File: config.mk
export PLATFORM = sky130hd
export DESIGN_NAME = pipe_cla_add
export DESIGN_NICKNAME = d
export VERILOG_FILES = /design/src/rtl/pipe_cla_add_pkg.sv /design/src/rtl/pipe_cla_add_cla4.sv /design/src/rtl/pipe_cla_add.sv
export SDC_FILE = /design/constraint.sdc
export NUM_CORES = 1
export LEC_CHECK = 0
export ABC_CLOCK_PERIOD_IN_PS = 6200
export BUFFER_PORTS_ARGS = -buffer_cell sky130_fd_sc_hd__buf_2
export CAP_MARGIN = 40
export CORE_ASPECT_RATIO = 0.8
export CORE_MARGIN = 2
export CORE_UTILIZATION = 58
export CTS_CLUSTER_DIAMETER = 200
export DETAILED_ROUTE_END_ITERATION = 8
export PLACE_DENSITY = 0.8
export SKIP_LAST_GASP = 1
export SLEW_MARGIN = 10
export SYNTH_ARGS = -nofsm -noshare
export SYNTH_HDL_FRONTEND = slang
export SYNTH_HIERARCHICAL = 1
export SYNTH_SLANG_ARGS = --single-unit
File: constraint.sdc
create_clock -name clk -period 6.2 [get_ports clk]
set_input_delay 0.31 -clock clk [delete_from_list [all_inputs] [get_ports clk]]
set_output_delay 0.31 -clock clk [all_outputs]
set_load 0.005 [all_outputs]
File: src/rtl/pipe_cla_add_pkg.sv
// Shared constants and the slice-to-stage mapping for the pipelined lookahead adder.
package pipe_cla_add_pkg;

  localparam int unsigned DefaultWidth  = 32;
  localparam int unsigned DefaultStages = 4;
  localparam int unsigned SliceWidth    = 4;

  // Slices are spread evenly so every stage owns at least one slice when stages <= slices.
  function automatic int unsigned slice_stage(input int unsigned k, input int unsigned stages,
                                              input int unsigned slices);
    return (k * stages) / slices;
  endfunction

endpackage

File: src/rtl/pipe_cla_add_cla4.sv
// 4-bit carry-lookahead slice; c3 exposes the carry into the top bit for overflow detection.
module cla4_slice (
  input  logic [3:0] a,
  input  logic [3:0] b,
  input  logic       ci,
  output logic [3:0] s,
  output logic       co,
  output logic       c3
);

  logic [3:0] g;
  logic [3:0] p;
  logic       c1;
  logic       c2;

  assign g = a & b;
  assign p = a ^ b;

  assign c1 = g[0] | (p[0] & ci);
  assign c2 = g[1] | (p[1] & g[0]) | (p[1] & p[0] & ci);
  assign c3 = g[2] | (p[2] & g[1]) | (p[2] & p[1] & g[0]) | (p[2] & p[1] & p[0] & ci);
  assign co = g[3] | (p[3] & g[2]) | (p[3] & p[2] & g[1]) | (p[3] & p[2] & p[1] & g[0]) |
              (p[3] & p[2] & p[1] & p[0] & ci);

  assign s = p ^ {c3, c2, c1, ci};

endmodule

File: src/rtl/pipe_cla_add.sv
// Pipelined add/subtract built from 4-bit lookahead slices, with valid/ready flow control.
module pipe_cla_add
  import pipe_cla_add_pkg::*;
#(
  parameter int unsigned WIDTH  = DefaultWidth,
  parameter int unsigned STAGES = DefaultStages
) (
  input  logic             clk,
  input  logic             reset,
  input  logic             in_valid,
  output logic             in_ready,
  input  logic [WIDTH-1:0] a,
  input  logic [WIDTH-1:0] b,
  input  logic             ci,
  input  logic             sub,
  output logic             out_valid,
  input  logic             out_ready,
  output logic [WIDTH-1:0] s,
  output logic             co,
  output logic             ov
);

  localparam int unsigned Slices = WIDTH / SliceWidth;

  logic adv;

  // Operands, partial sum and carry as seen at the input of each stage.
  logic [WIDTH-1:0] a_src      [STAGES];
  logic [WIDTH-1:0] b_src      [STAGES];
  logic [WIDTH-1:0] s_src      [STAGES];
  logic             carry_src  [STAGES];
  logic             valid_src  [STAGES];

  logic [WIDTH-1:0] s_next     [STAGES];
  logic             carry_next [STAGES];

  logic             valid_q;
  logic [WIDTH-1:0] s_q;
  logic             co_q;
  logic             ov_q;

  assign adv      = ~(valid_q & ~out_ready);
  assign in_ready = adv;

  // Subtract is a + ~b + ~ci, so invert b and the borrow once on entry.
  assign a_src[0]     = a;
  assign b_src[0]     = sub ? ~b : b;
  assign s_src[0]     = '0;
  assign carry_src[0] = sub ? ~ci : ci;
  assign valid_src[0] = in_valid;

  for (genvar k = 0; k < Slices; k++) begin : g_slice
    localparam int unsigned St = slice_stage(k, STAGES, Slices);

    logic [3:0] s_w;
    logic       ci_w;
    logic       co_w;
    logic       c3_w;

    // The first slice of a stage takes the registered carry; others ripple within the stage.
    if (k == 0) begin : g_cin
      assign ci_w = carry_src[0];
    end else if (slice_stage(k - 1, STAGES, Slices) != St) begin : g_cin
      assign ci_w = carry_src[St];
    end else begin : g_cin
      assign ci_w = g_slice[k-1].co_w;
    end

    cla4_slice u_slice (
      .a  (a_src[St][SliceWidth*k +: SliceWidth]),
      .b  (b_src[St][SliceWidth*k +: SliceWidth]),
      .ci (ci_w),
      .s  (s_w),
      .co (co_w),
      .c3 (c3_w)
    );

    if (k == Slices - 1) begin : g_tail
      assign carry_next[St] = co_w;
    end else if (slice_stage(k + 1, STAGES, Slices) != St) begin : g_tail
      assign carry_next[St] = co_w;
    end
  end

  for (genvar st = 0; st < STAGES; st++) begin : g_stage
    // Merge this stage's freshly computed nibbles into the delayed partial sum.
    for (genvar k = 0; k < Slices; k++) begin : g_bits
      if (slice_stage(k, STAGES, Slices) == st) begin : g_new
        assign s_next[st][SliceWidth*k +: SliceWidth] = g_slice[k].s_w;
      end else begin : g_old
        assign s_next[st][SliceWidth*k +: SliceWidth] = s_src[st][SliceWidth*k +: SliceWidth];
      end
    end

    if (st < STAGES - 1) begin : g_mid
      logic             v_r;
      logic             c_r;
      logic [WIDTH-1:0] a_r;
      logic [WIDTH-1:0] b_r;
      logic [WIDTH-1:0] s_r;

      always_ff @(posedge clk or posedge reset) begin
        if (reset) begin
          v_r <= 1'b0;
          c_r <= 1'b0;
          a_r <= '0;
          b_r <= '0;
          s_r <= '0;
        end else if (adv) begin
          v_r <= valid_src[st];
          c_r <= carry_next[st];
          a_r <= a_src[st];
          b_r <= b_src[st];
          s_r <= s_next[st];
        end
      end

      assign valid_src[st+1] = v_r;
      assign carry_src[st+1] = c_r;
      assign a_src[st+1]     = a_r;
      assign b_src[st+1]     = b_r;
      assign s_src[st+1]     = s_r;
    end else begin : g_last
      always_ff @(posedge clk or posedge reset) begin
        if (reset) begin
          valid_q <= 1'b0;
          s_q     <= '0;
          co_q    <= 1'b0;
          ov_q    <= 1'b0;
        end else if (adv) begin
          valid_q <= valid_src[st];
          s_q     <= s_next[st];
          co_q    <= carry_next[st];
          ov_q    <= g_slice[Slices-1].c3_w ^ carry_next[st];
        end
      end
    end
  end

  assign out_valid = valid_q;
  assign s         = s_q;
  assign co        = co_q;
  assign ov        = ov_q;

endmodule

==> reports/results.ini <==
[run_status]
status=finished, final reports clean

[cts]
ctsRootBufferMaster=clkbuf_16
cts_buffers=17
clkTransAtPathRegs_ps=70
htreeDepth=4
postCtsSetupBuffers=0
cts.path.max_buffers=2
cts.sinks=185
clock_latency_ps=440
cts_tree=done

[timing]
grt_setup_unrepaired=false
fmax_mhz=388
finalHoldViolCount=0
tightest_slew_ps=735
fin_hold_ws_ps=102
period_share_pct=41.6
slew_headroom_pct=51.0
clock-skew-final_ps=10.5
finalCriticalPeriod_ps=2580
setup_violations=0
finalMaxSlewViolations=0
tns_ps=0

[hold_path]
hold_path_class=in -> reg

[worst_setup_path]
cp_top_family=buffers and inverters
path_cells=nor2b_4 -> buf_12 -> inv_2 -> buf_4 -> buf_12 -> buf_2
crit_end=in_ready
cp.arrival_ps=2270
r2r_setup_slack_ps=3670
reg2reg_depth=9
path_depth=6
critPathKind=reg -> out
crit_top_cell=buf_12
cp_slowest_cell=buf_4
rr_endpoint=ov
worst_setup_path_end_kind=output pin
worst_ep_required_time_ps=5890
crit_path_start_kind=flop
crit_fanout=129
cp-startpoint=out_valid
critPathMaxStageDelay_ps=400
path_buf_inv=5
rr_startpoint=g_stage[2].g_mid.a_r[24]

[power_and_ir_drop]
p_comb_share_pct=36.7
p_clk_share_pct=23.6
switching_share_pct=30.1
p_leak_nw=4.55
power.internal_w=0.00364
vdd_ir_drop_max_v=0.000455
power_density_nw_per_um2=531
pwr-share-seq_pct=39.7
power.total_w=0.00521
switchingPower_w=0.00157

[layout]
multiInputGateArea_um2=3580
design_area_um2=9810
drive_gt1_share_pct=51.5
final_core_util_pct=68.8
area_delta_synth_final_pct=15.9
diodes=0
regArea_um2=4630
nets=769
n_fill_cell=984

[global_route]
met1_usage_pct=25.4
gr-usage-met2_pct=32.8
grt_overflow=0
grt-busiest-layer=met2
grt_pass1_vias=5028
antenna_found_initial=0
grtUsageMet3_pct=5.08
grt_max_degree=130
gr-usage-all-layers_pct=19.8
grt_pass1_wl_mm=24.4

[floorplan]
die_height_um=112
dieArea_um2=15600
fp.dieW_um=139
rows=39
ios=106
initial_core_util_pct=59.4
core-area_um2=14200

[synth]
yosys_warnings=6
ys_seq_area_share_pct=54.7
synthCells=551
synth_cell_type_count=19
synthesis.area_um2=8460
avgSynthCellArea_um2=15.4
synth_nets=661
ys_ff_latch=185

[detailed_routing]
vias=4615
routed_wl_mm=14.4
antenna_left=0
drtIter0Drc=164
via_per_inst=5.39
first_pass_iters=4
drc=0
routedWlPerCell_um=16.9

[run]
maxCapViolCount=0

[placed_design]
gp_congestion=0.825
placedInstanceArea_um2=9120
portBuffers=105
dp.final_hpwl_mm=9.57

-- through the flow --
stage          instances  worst slack, ps
2_1_floorplan        551              861
3_3_place_gp         820             3340
3_5_place_dp         823             3270
4_1_cts              856             3590
5_1_grt              856             3500
6_report             856             3620
-- worst reg2reg max path, cell delays in order (launching register included) --
cell      delay [ps]
dfrtp_1          420
ha_1             320
a211oi_2         270
o21bai_2         120
a21o_1           220
a211oi_2         250
o21bai_2         150
a21o_1           210
xor2_1           160
mux2_2           280
-- per-layer routing --
layer  up-vias  share of wire (%)
li1       2140                  -
met1      2360                 45
met2        83                 49
met3        32                3.6
met4         0                2.5
met5         -                  0
-- power groups by stage --
| stage | sequential, W | combinational [W] | clock, W |
|---|---|---|---|
| floorplan | 0.00201 | 0.00151 | 0 |
| global placement | 0.00205 | 0.00182 | 0 |
| detailed placement | 0.00209 | 0.00192 | 0 |
| CTS | 0.00208 | 0.00195 | 0.00125 |
| global route | 0.00214 | 0.00211 | 0.00130 |
| finish | 0.00207 | 0.00191 | 0.00123 |
-- what timing repair did --
item                      in CTS  in global routing
resized for setup              0                  0
hold endpoints to repair      41                  0
hold buffers                   1                  0
-- kinds of logic (layout without fill, tap and decap cells) --
group           after synthesis  after routing  synth area share [%]
flops                       185            185                  54.7
mux                         184            184                  25.3
xor+xnor                     58             58                  6.00
fa+ha+maj                    40             40                  6.62
buf+inv                      34            155                  3.03
compound gates               32             32                  3.43
simple gates                 18             18                 0.946
-- synth_stat cells (all sizes together) --
library cell | count | area share, %
nand2b | 1 | 0.074
nor2 | 16 | 0.71
ha | 32 | 4.7
inv | 10 | 0.44
xnor2 | 2 | 0.21
a211oi | 8 | 1.2
nor2b | 1 | 0.16
fa | 8 | 1.9
o21bai | 8 | 1.1
buf | 24 | 2.6
a21o | 8 | 0.71
o21ai | 8 | 0.47
mux2 | 184 | 25
dfrtp | 185 | 55
xor2 | 56 | 5.8
-- how the worst min path moves through the flow --
| stage | startpoint | cells past startpoint | slack (ps) | end |
|---|---|---|---|---|
| 3_3_place_gp | g_stage[2].g_mid.v_r | 1 | 450 | out_valid |
| 4_1_cts | a[12] | 2 | 90 | g_stage[0].g_mid.a_r[12] |
| 6_report | a[25] | 2 | 100 | g_stage[0].g_mid.a_r[25] |
| 2_1_floorplan | g_stage[2].g_mid.v_r | 1 | 430 | out_valid |
| 3_5_place_dp | reset | 2 | 350 | s[1] |
| 5_1_grt | a[27] | 2 | 90 | g_stage[0].g_mid.a_r[27] |
-- area by class of cell --
class	instances	share of cell area [%]
clock buffer	20	4.66
clock inverter	12	2.23
inverter	10	0.434
multi-input combinational	332	36.5
sequential	185	47.2
tap	184	2.35
timing repair buffer	113	6.66
-- cell usage in the layout (no fill, tap or decap), drive strengths merged --
master / instances
mux2: 184
fa: 8
dlygate4sd3: 1
dfrtp: 185
ha: 32
buf: 112
inv: 11
o21ai: 8
a21o: 8
clkbuf: 20
xnor2: 2
a211oi: 8
xor2: 56
clkinvlp: 2
bufinv: 6
nor2: 16
clkinv: 3
nor2b: 1
nand2b: 1
o21bai: 8
-- state kept, by name, summed over array words and instances, names as in the netlist --
name and flops:
g_stage.g_mid.a_r 48, g_stage.g_mid.b_r 48, g_stage.g_mid.s_r 48, s 32, g_slice.ci_w 3, g_stage.g_mid.v_r 3
co 1, out_valid 1, ov 1
Power figures use the tool's default switching activity.
